`config.mk`:
```
export PLATFORM = sky130hd
export DESIGN_NAME = pipe_stage_reg
export DESIGN_NICKNAME = d
export VERILOG_FILES = /design/src/rtl/pipe_stage_reg.sv
export SDC_FILE = /design/constraint.sdc
export NUM_CORES = 1
export LEC_CHECK = 0
export BUFFER_PORTS_ARGS = -buffer_cell sky130_fd_sc_hd__buf_4
export CORE_MARGIN = 5
export CORE_UTILIZATION = 41
export CTS_CLUSTER_SIZE = 28
export DETAILED_ROUTE_END_ITERATION = 16
export PLACE_DENSITY = 0.75
export SLEW_MARGIN = 20
export SYNTH_ARGS = -nofsm -noshare
export SYNTH_HDL_FRONTEND = slang
export SYNTH_SLANG_ARGS = --single-unit
```
`constraint.sdc`:
```
create_clock -name clock -period 1.39 [get_ports clock]
set_input_delay 0 -clock clock [delete_from_list [all_inputs] [get_ports clock]]
set_output_delay 0 -clock clock [all_outputs]
set_load 0.01 [all_outputs]
```
`src/rtl/pipe_stage_reg.sv`:
```
// rtl/pipe_stage_reg.sv - pipeline stage register with optional 2-entry skid buffer (PIPE_SKID_EN)
module pipe_stage_reg #(
    parameter int DATA_W = 32,
    parameter int CTRL_W = 8
) (
    input  logic              clock,
    input  logic              reset,
    input  logic              flush,
    input  logic              in_valid,
    output logic              in_ready,
    input  logic [CTRL_W-1:0] in_ctrl,
    input  logic [DATA_W-1:0] in_data,
    output logic              out_valid,
    input  logic              out_ready,
    output logic [CTRL_W-1:0] out_ctrl,
    output logic [DATA_W-1:0] out_data,
    output logic [1:0]        occupancy
);

    typedef enum logic [1:0] {
        EMPTY = 2'd0,
        ONE   = 2'd1,
        TWO   = 2'd2
    } state_t;

    state_t            state;
    state_t            state_nxt;
    logic              push;
    logic              pop;
    logic [CTRL_W-1:0] head_ctrl;
    logic [DATA_W-1:0] head_data;

    assign out_valid = (state != EMPTY);
    assign occupancy = 2'(state);
    // Bubbles present zero control so no write enable can leak downstream.
    assign out_ctrl  = out_valid ? head_ctrl : '0;
    assign out_data  = head_data;
    assign pop       = out_valid & out_ready;
    assign push      = in_valid & in_ready & ~flush;

`ifdef PIPE_SKID_EN
    logic [CTRL_W-1:0] tail_ctrl;
    logic [DATA_W-1:0] tail_data;
    logic              ready_q;

    assign in_ready = reset & (ready_q | flush);

    always_ff @(posedge clock or negedge reset) begin
        if (!reset) begin
            ready_q <= 1'b1;
        end else begin
            ready_q <= (state_nxt != TWO);
        end
    end
`else
    assign in_ready = reset & (~out_valid | out_ready | flush);
`endif

    always_comb begin
        state_nxt = state;
        if (flush) begin
            state_nxt = EMPTY;
        end else begin
            case (state)
                EMPTY: if (push) state_nxt = ONE;
                ONE: begin
`ifdef PIPE_SKID_EN
                    if (push && !pop) state_nxt = TWO;
                    else
`endif
                    if (!push && pop) state_nxt = EMPTY;
                end
                TWO:     if (pop) state_nxt = ONE;
                default: state_nxt = EMPTY;
            endcase
        end
    end

    always_ff @(posedge clock or negedge reset) begin
        if (!reset) begin
            state <= EMPTY;
        end else begin
            state <= state_nxt;
        end
    end

    // Data moves are gated by flush so out_data holds while the stage is emptied.
    always_ff @(posedge clock or negedge reset) begin
        if (!reset) begin
            head_ctrl <= '0;
            head_data <= '0;
`ifdef PIPE_SKID_EN
            tail_ctrl <= '0;
            tail_data <= '0;
`endif
        end else if (!flush) begin
            if ((state == EMPTY && push) || (state == ONE && push && pop)) begin
                head_ctrl <= in_ctrl;
                head_data <= in_data;
            end
`ifdef PIPE_SKID_EN
            if (state == TWO && pop) begin
                head_ctrl <= tail_ctrl;
                head_data <= tail_data;
            end
            if (state == ONE && push && !pop) begin
                tail_ctrl <= in_ctrl;
                tail_data <= in_data;
            end
`endif
        end
    end

endmodule

```
==> results.txt <==
----------------------------------------------------
[Floorplan]
  Floorplan die area ... around 5900 um2
  Die width ... between 70 and 80 um
  I/O pin cnt ... slightly below 90
  Die Y-Extent ... approximately 77 um
  Num rows ... 24
  Starting utilization of the core area ... a little over two fifths
  Core Area ... 4320 um2

[Final layout]
  Synthesis-to-layout area growth ... 68.0%
  Count of filler cells inserted in the layout ... 308
  Area occupied by multi-input gates ... roughly 700 um2
  Diode insertion count for antenna repair ... 0
  Proportion of layout cells with a drive suffix above 1 ... between 60% and 70%
  Final std cell area, no fill ... approximately 3100 um2
  Sequential cell area in the final layout ... 1030 um2
  Count of nets after finishing ... between 200 and 300
  Count of non-filler cells in the finished layout ... about 290

[Route]
  Per-cell via count in the routed design ... between 4 and 5
  Total wirelength of the detailed-routed design ... 4880 um
  Post-DRT Antenna Nets ... 0
  DRC Markers ... 0
  Number of DRC violations after detailed-routing iteration 0 ... 50
  Vias after detailed routing ... 1320
  Pre-Repair DR Iteration Count ... 2
  Mean routed wirelength per cell ... 16.8 um

[Yosys]
  Post-synthesis average cell area ... 18.1 um2
  Mapped Cells ... 101
  Dominant register cell in the synthesized netlist ... sky130_fd_sc_hd__dfrtp_1
  Post-synth EDFFs ... 0
  FF+latch count, synth ... slightly above 40
  Post-synthesis async set-or-reset flop share ... 100%
  Sequential fraction of the synthesis area ... a little under three fifths
  Top cell type by total area after synthesis ... sky130_fd_sc_hd__dfrtp_1
  Most common cell in the synthesized netlist ... sky130_fd_sc_hd__dfrtp_1
  Count of cell types in the netlist ... 12
  Top post-synthesis cells by count ... sky130_fd_sc_hd__dfrtp_1, sky130_fd_sc_hd__mux2_4, sky130_fd_sc_hd__and2_2
  Mapped Area ... 1830 um2
  Cells taking the most area after synthesis ... sky130_fd_sc_hd__dfrtp_1, sky130_fd_sc_hd__mux2_4, sky130_fd_sc_hd__buf_12
  Synth Net Count ... approximately 150
  Count of synthesis-stage warnings from yosys ... 0
  Share of the synthesized area in the top cell type ... 56.2%

[Global route]
  Via count of the first global-routing pass ... 1513
  Global route total overflow ... 0
  First-pass GRT wire length ... between 7000 and 8000 um
  GRT Resource Usage Total ... approximately 16%
  Maximum number of pins on one net before global-route repair ... 43
  Number of antenna violations at the first check in global routing ... 0

[Setup path]
  FF-to-FF End ... out_data[19]
  Data required time of the critical path ... approximately 1600 ps
  Critical Path Source Type ... register
  Source of the worst register-to-register timing path ... occupancy[0]
  CP Data Arrival Time ... about 1600 ps
  Sort of element at the end of the critical path ... register
  Capturing element of the worst setup path ... out_data[19]
  Cell count of the worst reg-to-reg path ... 4
  Start point of the critical path ... occupancy[0]
  Setup slack of the worst register-to-register path ... -60 ps
  Critical-path maximum fanout ... 15
  Worst Path Class, Setup ... register to register

[STA]
  Minimum setup slack in the final design ... -56.0 ps
  Setup-violating endpoint count in the final report ... 38
  Max-slew violation count ... 0
  Max Clock Freq ... between 600 and 700 MHz
  Part of the cycle the worst path needs ... 104%
  Final-layout worst hold slack ... -209 ps
  Hold Vio Cnt, Final ... 41
  Setup repair after global routing missed its margin ... true
  Actual transition at the worst max-transition pin ... 513 ps
  Worst Skew ... approximately 2.8 ps
  Clock period minus worst slack ... 1450 ps
  Max-slew headroom ... roughly 66%

[Place]
  RD Place Congestion ... 0.695
  Pre-CTS WS ... -72.4 ps
  Sum of net half-perimeters after detailed placement ... ~3100 um
  Number of cells in the design after placement ... ~240
  Count of port buffers added during placement ... between 80 and 90
  Placed cell area ... ~2500 um2

[CTS]
  CTS tree ... yes
  Num Clock Sinks ... 41
  CTS clock-pin slew for the worst setup and hold paths ... about 80 ps
  Post-CTS Hold Buffers ... just over 40
  # H-tree levels ... 2
  Root buffer cell ... sky130_fd_sc_hd__clkbuf_8
  Max Buffers Root-to-Sink ... 2
  Source-to-sink clock delay at the later pin of the worst-skew pair ... around 280 ps
  Number of CTS-inserted buffers ... 5

[Hold path]
  Path type of the worst min-delay path ... input port to async pin

[Run status]
  Result of the run ... finished with violations
  Violations in the final reports ... negative hold slack, negative setup slack

[Power]
  Worst VDD drop ... 722 uV
  Overall Power ... 3530 uW
  Power density over cell area ... about 1100 nW/um2
  Static leakage ... ~0.0015 uW

[Run]
  Max Cap Viol ... 0

----------------------------------------------------
worst max-delay path: stages, from the launching register on:
cell and delay [ps]:
sky130_fd_sc_hd__dfrtp_2 420, sky130_fd_sc_hd__nand2b_4 70, sky130_fd_sc_hd__and4b_4 310, sky130_fd_sc_hd__buf_12 200
sky130_fd_sc_hd__mux2_4 320
cell families (layout without fill, tap and decap cells):
group	Yosys count	after routing	synth area share [%]
other cells	1	1	0.205
simple gates	10	10	4.32
flops	41	41	56.2
buf+inv	7	145	5.82
mux	40	40	32.7
compound gates	2	2	0.822
worst min path at each step:
stage / from / end / slack (ps) / cells after the start
CTS: reset / out_data[15] / -200 / 2
finish: reset / out_data[15] / -210 / 2
floorplan: reset / head_ctrl[0] / -300 / 0
global route: reset / out_data[15] / -170 / 2
global placement: reset / out_data[14] / 100 / 2
detailed placement: reset / out_data[12] / 110 / 2
power breakdown:
group / leakage (uW) / internal (uW) / switching (uW)
registers: 0.000486 / 1430 / 144
clock network: 0.0000542 / 449 / 379
logic: 0.000980 / 753 / 367
per-stage QoR:
step                      util [%]  TNS [ps]
after detailed placement      57.9     -2240
after global placement        57.9      -879
final                         71.0     -1150
after floorplan                  -     -1740
after CTS                     69.7     -2720
after global routing          71.0     -2560
cell usage in the layout, fill, tap and decap left out, drive strengths merged:
cell,n
buf,95
dlygate4sd3,41
dfrtp,41
mux2,40
and2,8
clkbuf,8
nand2b,1
o21a,1
and4b,1
o21bai,1
conb,1
clkinv,1
registers in the layout (all words and copies together), names as in the netlist:
| signal | flops |
|---|---|
| out_data | 32 |
| head_ctrl | 8 |
| occupancy | 1 |
routing by layer:
layer  part of all wire (%)  routed length (um)  vias up  GRT usage (%)
li1                       -                   -      614              -
met4                    2.7                 133        0           6.47
met1                     37                1790      649           17.5
met5                      0                   0        -              0
met2                     55                2690       47           30.4
met3                    5.4                 265       10           4.22
cell type report:
class                   count  share of cell area, %
repair buffers            137                   38.2
clock inverters             1                  0.163
flip-flops and latches     41                   33.5
well taps                  52                   2.12
clock buffers               7                   3.14
multi-input cells          53                   22.9
repair_timing:
item	4_1_cts	5_1_grt
gates cloned	0	2
endpoints found under the setup margin	38	38
gates resized for setup	0	3
hold endpoints to repair	82	41
buffers inserted	0	1
pin swaps	0	0
(Power assumes the default switching activity.)
